==> src/rtl/fifo_arb_pkg.sv <==
// Shared types and sizing helpers for the FIFO write arbiter.
// Optional burst lock is enabled with the FIFO_ARB_LOCK_EN macro.
package fifo_arb_pkg;

  typedef enum logic [1:0] {
    IDLE = 2'd0,
    WE   = 2'd1,
    GAP  = 2'd2
  } state_t;

  function automatic int max2(input int a, input int b);
    return (a > b) ? a : b;
  endfunction

  // Counter must hold max(WE_CYC,GAP_CYC)-1; never narrower than 1 bit.
  function automatic int cnt_w(input int a, input int b);
    int m;
    m = max2(a, b);
    return ($clog2(m) < 1) ? 1 : $clog2(m);
  endfunction

endpackage

==> src/rtl/fifo_wr_arb_rr_pick.sv <==
// Combinational round-robin priority encoder: first set req at or
// after ptr, wrapping. Reusable by any arbiter.
module rr_pick #(
  parameter int N  = 4,
  parameter int PW = (N > 1) ? $clog2(N) : 1
) (
  input  logic [N-1:0]  req,
  input  logic [PW-1:0] ptr,
  output logic [PW-1:0] idx,
  output logic          valid
);

  logic [PW:0] w_j;

  // Walk from the far end so the candidate nearest ptr wins.
  always_comb begin
    idx   = '0;
    valid = 1'b0;
    w_j   = '0;
    for (int k = N - 1; k >= 0; k--) begin
      w_j = {1'b0, ptr} + (PW+1)'(k);
      if (w_j >= (PW+1)'(N)) w_j = w_j - (PW+1)'(N);
      if (req[w_j[PW-1:0]]) begin
        idx   = w_j[PW-1:0];
        valid = 1'b1;
      end
    end
  end

endmodule

==> src/rtl/fifo_wr_arb.sv <==
// Round-robin write sequencer for an edge-synchronised byte FIFO.
// Define FIFO_ARB_LOCK_EN to let a locked winner keep priority.
module fifo_wr_arb
  import fifo_arb_pkg::*;
#(
  parameter int NREQ    = 4,
  parameter int WE_CYC  = 2,
  parameter int GAP_CYC = 3,
  parameter int AW      = 11
) (
  input  logic              clk,
  input  logic              rst_n,
  input  logic [NREQ-1:0]   req,
  input  logic [8*NREQ-1:0] dat,
  input  logic [NREQ-1:0]   lock,
  output logic [NREQ-1:0]   ack,
  output logic [7:0]        fifo_dati,
  output logic              fifo_we,
  input  logic              fifo_rd,
  output logic [AW:0]       level,
  output logic              fifo_full,
  output logic              underrun
);

  localparam int PW = $clog2(NREQ);
  localparam int CW = cnt_w(WE_CYC, GAP_CYC);
  localparam logic [AW:0] DEPTH = {1'b1, {AW{1'b0}}};

  state_t          r_state;
  state_t          w_next;
  logic [CW-1:0]   r_cnt;
  logic [PW-1:0]   r_ptr;
  logic            r_we;
  logic [7:0]      r_dati;
  logic [NREQ-1:0] r_ack;
  logic [AW:0]     r_level;
  logic            r_under;

  logic [PW-1:0]   w_idx;
  logic            w_valid;
  logic            w_full;
  logic            w_grant;
  logic            w_we_done;
  logic            w_gap_done;
  logic            w_inc;
  logic            w_dec;
  logic [7:0]      w_byte;
  logic [PW-1:0]   w_nptr;
  logic [PW-1:0]   w_wrap;

  rr_pick #(.N(NREQ), .PW(PW)) u_pick (
    .req   (req),
    .ptr   (r_ptr),
    .idx   (w_idx),
    .valid (w_valid)
  );

  assign w_full     = (r_level == DEPTH);
  assign w_grant    = (r_state == IDLE) && w_valid && !w_full;
  assign w_we_done  = (r_state == WE) &&
                      (r_cnt == CW'(WE_CYC - 1));
  assign w_gap_done = (r_state == GAP) &&
                      (r_cnt == CW'(GAP_CYC - 1));
  assign w_inc      = w_we_done;
  assign w_dec      = fifo_rd && (r_level != '0);

  always_comb begin
    w_byte = 8'h00;
    for (int i = 0; i < NREQ; i++) begin
      if (w_idx == PW'(i)) w_byte = dat[8*i +: 8];
    end
  end

  assign w_wrap = (w_idx == PW'(NREQ - 1)) ? '0 : w_idx + 1'b1;

`ifdef FIFO_ARB_LOCK_EN
  assign w_nptr = lock[w_idx] ? w_idx : w_wrap;
`else
  logic w_unused_lock;
  assign w_unused_lock = ^lock;
  assign w_nptr = w_wrap;
`endif

  always_comb begin
    w_next = r_state;
    unique case (r_state)
      IDLE:    if (w_grant)    w_next = WE;
      WE:      if (w_we_done)  w_next = GAP;
      GAP:     if (w_gap_done) w_next = IDLE;
      default: w_next = IDLE;
    endcase
  end

  always_ff @(posedge clk or negedge rst_n) begin
    if (!rst_n) begin
      r_state <= IDLE;
      r_cnt   <= '0;
    end else begin
      r_state <= w_next;
      if (r_state == IDLE || r_state != w_next)
        r_cnt <= '0;
      else
        r_cnt <= r_cnt + 1'b1;
    end
  end

  always_ff @(posedge clk or negedge rst_n) begin
    if (!rst_n) begin
      r_we   <= 1'b0;
      r_dati <= 8'h00;
      r_ack  <= '0;
      r_ptr  <= '0;
    end else begin
      r_ack <= '0;
      if (w_grant) begin
        r_we   <= 1'b1;
        r_dati <= w_byte;
        r_ack  <= NREQ'(1) << w_idx;
        r_ptr  <= w_nptr;
      end
      if (w_we_done) r_we <= 1'b0;
    end
  end

  // Simultaneous commit and read cancel out.
  always_ff @(posedge clk or negedge rst_n) begin
    if (!rst_n) begin
      r_level <= '0;
      r_under <= 1'b0;
    end else begin
      if (w_inc && !w_dec)
        r_level <= r_level + 1'b1;
      else if (w_dec && !w_inc)
        r_level <= r_level - 1'b1;
      if (fifo_rd && r_level == '0) r_under <= 1'b1;
    end
  end

  assign ack       = r_ack;
  assign fifo_dati = r_dati;
  assign fifo_we   = r_we;
  assign level     = r_level;
  assign fifo_full = w_full;
  assign underrun  = r_under;

endmodule

==> config.mk <==
export PLATFORM = sky130hd
export DESIGN_NAME = fifo_wr_arb
export DESIGN_NICKNAME = d
export VERILOG_FILES = /design/src/rtl/fifo_arb_pkg.sv /design/src/rtl/fifo_wr_arb_rr_pick.sv /design/src/rtl/fifo_wr_arb.sv
export SDC_FILE = /design/constraint.sdc
export NUM_CORES = 1
export LEC_CHECK = 0
export BUFFER_PORTS_ARGS = -buffer_cell sky130_fd_sc_hd__buf_2
export CORE_UTILIZATION = 46
export CTS_BUF_LIST = sky130_fd_sc_hd__clkbuf_8 sky130_fd_sc_hd__clkbuf_16
export DETAILED_ROUTE_END_ITERATION = 8
export PLACE_DENSITY = 0.76
export REMOVE_ABC_BUFFERS = 1
export SYNTH_ARGS = -nofsm -noshare
export SYNTH_HDL_FRONTEND = slang
export SYNTH_SLANG_ARGS = --single-unit
export TNS_END_PERCENT = 50
==> constraint.sdc <==
create_clock -name clk -period 2.9 [get_ports clk]
set_clock_uncertainty 0.1 [all_clocks]
set_input_delay 0.29 -clock clk [delete_from_list [all_inputs] [get_ports clk]]
set_output_delay 0.29 -clock clk [all_outputs]
set_load 0.03 [all_outputs]
==> results.txt <==
result of the run: finished with violations
violated checks: design-rule violations, negative setup slack
final cycle utilization of the critical path: 100%
number of placement rows: 24
hold violation count in the final report: 0
number of flops mapped to enable cells by yosys: 0
H-tree lvl count: 2
FF+latch count, synth: 32
vias post-DR: 2071
overflow left after global routing: 0
routed wirelength normalized by instance count: 13.5 µm
adder and majority gate portion of the synthesized area: 11.1%
number of placed cells counting well taps: 376
number of pins exceeding their max-slew limit in the final report: 0
Worst setup EP type: flop
TritonCTS Buffers: 5
number of global-route vias before repair: 1916
number of nets still failing antenna checks after routing: 0
peak fanout along the critical path: 5
sequential cell area: 801 µm²
Synth cell types: 46
synthesized cell area: 2200 µm²
total DRC errors in the routed layout: 9
core occupancy in the finished layout: 66.9%
worst r2r path cells: 12
Cells on Worst Hold Path: 2
final net count: 396
r2r endpoint: level[11]
total of endpoints with negative setup slack in the final report: 2
normalized max-slew margin: 39.1%
area of the die: 5060 µm²
antenna violations before repair: 0
Tmin final: 2.91 ns
reg-to-reg slack, setup: -0.007 ns
Synth Instances: 240
per-cell via count in the routed design: 5.35
dominant combinational cell family by area after synthesis: compound AO/OA/AOI/OAI gates
clock tree root buffer cell: clkbuf_8
worst path required time: 2.96 ns
xor/xnor cell area share of the yosys netlist: 3.19%
Avg Synthesized Cell Area: 9.17 µm²
switching part of the total: 46.0%
power share of the combinational group: 70.5%
mux cell area share after synthesis: 6.54%
power density of the placed cells: 1300 nW/µm²
sequential-to-total area share from yosys stat: 36.4%
initial core utilization: 49.2%
Synth Flop Type: dfrtp_1
Lkg Pwr: 1.44 nW
switching power summed over all nets: 1.80 mW
critical path startpoint category: flop
register clock-pin slew on the reported worst setup and hold paths: 0.07 ns
Worst VDD drop: 746 µV
RSZ-0062 raised after global routing: yes
worst-skew pair later-pin latency: 0.29 ns
global-route wire length before repair: 8.14 mm
CP Data Arrival Time: 2.96 ns
share of total power in the clock network: 9.1%
TritonCTS clock tree: built
reported max-cap violation count: 0
sequential share of power: 20.4%
routability congestion estimate: 0.818
simple-gate share of the synthesized area: 18.1%
critical hold path startpoint: fifo_rd
clock net sink count: 32
area taken by multi-input logic gates: 1420 µm²
Min-Delay Endpoint: underrun
reg-to-reg critical path startpoint: level[10]
number of buffers on the longest clock path: 2
ports placed on the boundary: 70
fraction of final layout cells sized beyond drive strength 1: 41.8%
vertical extent of the die: 71.2 µm
Worst Hold Class: input port to flop
async set or reset register ratio after synthesis: 100%
internal power: 2.11 mW
total inserted antenna cells: 0
floorplan die width: 71.2 µm
Filler cells: 352
Core Area: 4470 µm²
number of warning messages in the yosys log: 0
initial drt markers: 46
crit path kind: flop to flop
count of TritonRoute iterations in the first routing pass: 6
post-detail-place hpwl: 3.80 mm
final cell count without fillers: 387
total global-route track usage: 20.4%
Peak Freq: 344 MHz
min setup slack post-route: -0.00683 ns
slew at the pin closest to its max-slew limit: 0.914 ns
total of buffers placed on input and output ports: 65
WL final: 5.24 mm
maximum number of pins on one net before global-route repair: 33
area added between synthesis and finish: 36.1%
post-synthesis compound-gate area fraction: 20.5%
-- registers in the layout (all words and copies together), names as in the netlist --
name,flops
r_state,2
level,12
fifo_we,1
r_cnt,2
r_ptr,2
ack,4
underrun,1
fifo_dati,8
-- Yosys cell counts, types with 3 or more instances --
cell      count  area (µm²)
nand2_1      30         113
and2_2        4        30.0
nand2b_1      7        43.8
clkbuf_1      9        33.8
xor2_1        3        26.3
dfrtp_1      32         801
o21ai_0      23         115
a21oi_1      25         125
mux2_4        3        45.0
nor3_1        4        20.0
a21o_1        4        30.0
mux2_2        7        78.8
nor2_1        8        30.0
o21a_1        3        22.5
ha_1         18         225
nand3b_1      9        67.6
inv_1        12        45.0
xnor2_1       5        43.8
-- how the worst max path moves through the flow --
stage,from,to,slack [ns]
CTS,level[5],level[8],-0.002
global placement,level[5],level[8],-0.06
global route,level[10],level[11],-0.18
finish,level[10],level[11],-0.007
floorplan,level[4],level[8],-0.27
detailed placement,level[5],level[8],-0.11
-- layout make-up --
cell class / instances / share of cell area [%]
well taps: 52 / 2.17
repair buffers: 97 / 19.1
clock buffers: 6 / 2.76
multi-input cells: 186 / 47.4
inverters: 12 / 1.59
clock inverters: 2 / 0.251
flip-flops and latches: 32 / 26.7
-- kinds of logic after synthesis --
family	count (synthesis)
simple gates	75
fa+ha+maj	19
compound gates	72
buf+inv	22
flops	32
xor+xnor	8
mux	12
-- stage by stage --
stage	hold WS (ns)	area (µm²)	setup WS (ns)	TNS (ns)	power, mW
after floorplan	-0.106	2150	-0.272	-0.560	2.51
after global placement	0.281	2760	-0.0620	-0.0878	3.24
after detailed placement	0.284	2760	-0.112	-0.209	3.30
after CTS	0.135	2910	-0.00240	-0.00240	3.74
after global routing	0.140	2990	-0.182	-0.767	4.19
final	0.142	2990	-0.00683	-0.00786	3.91
-- placed cells by master, fill, tap and decap left out, types with 4 or more instances in the layout --
master and n:
and2_2 4, buf_2 65, inv_1 13, nor3_1 4
ha_4 5, clkbuf_8 6, buf_4 30, a21o_1 4
nor2_1 8, dfrtp_1 32, nand2b_1 7, nand2_1 30
mux2_2 7, ha_1 10, nand3b_1 9, o21ai_0 21
xnor2_1 5, a21oi_1 22
-- metal layers --
layer | vias up | wire length (µm) | track usage, %
met5 | - | 0 | 0
met4 | 0 | 118 | 6.89
met3 | 14 | 262 | 4.84
met2 | 58 | 2670 | 38.3
met1 | 957 | 2190 | 22.3
li1 | 1042 | - | -
-- critical path, cell delays in order, from the launching register on --
cell and delay [ns]:
dfrtp_1 0.40, nor4_2 0.26, buf_4 0.15, nand3_2 0.07, o21ai_2 0.16, ha_2 0.23
inv_4 0.07, ha_1 0.31, a211oi_1 0.33, o211ai_1 0.22, nand2_1 0.15, mux2i_1 0.20
o2111ai_1 0.12
-- power by group through the flow --
stage	clock network (mW)	logic (mW)	registers, mW
global route	0.371	2.99	0.824
global placement	0	2.45	0.784
detailed placement	0	2.50	0.795
floorplan	0	1.37	1.13
finish	0.354	2.75	0.798
CTS	0.357	2.59	0.790
-- repair_timing --
action,in CTS,in global routing
cloned,0,0
hold buffers,1,0
setup endpoints to repair,4,7
setup buffers,1,1
endpoints found under the hold margin,32,0
resized for setup,8,16
pin swaps,3,8
Power figures use the tool's default switching activity.
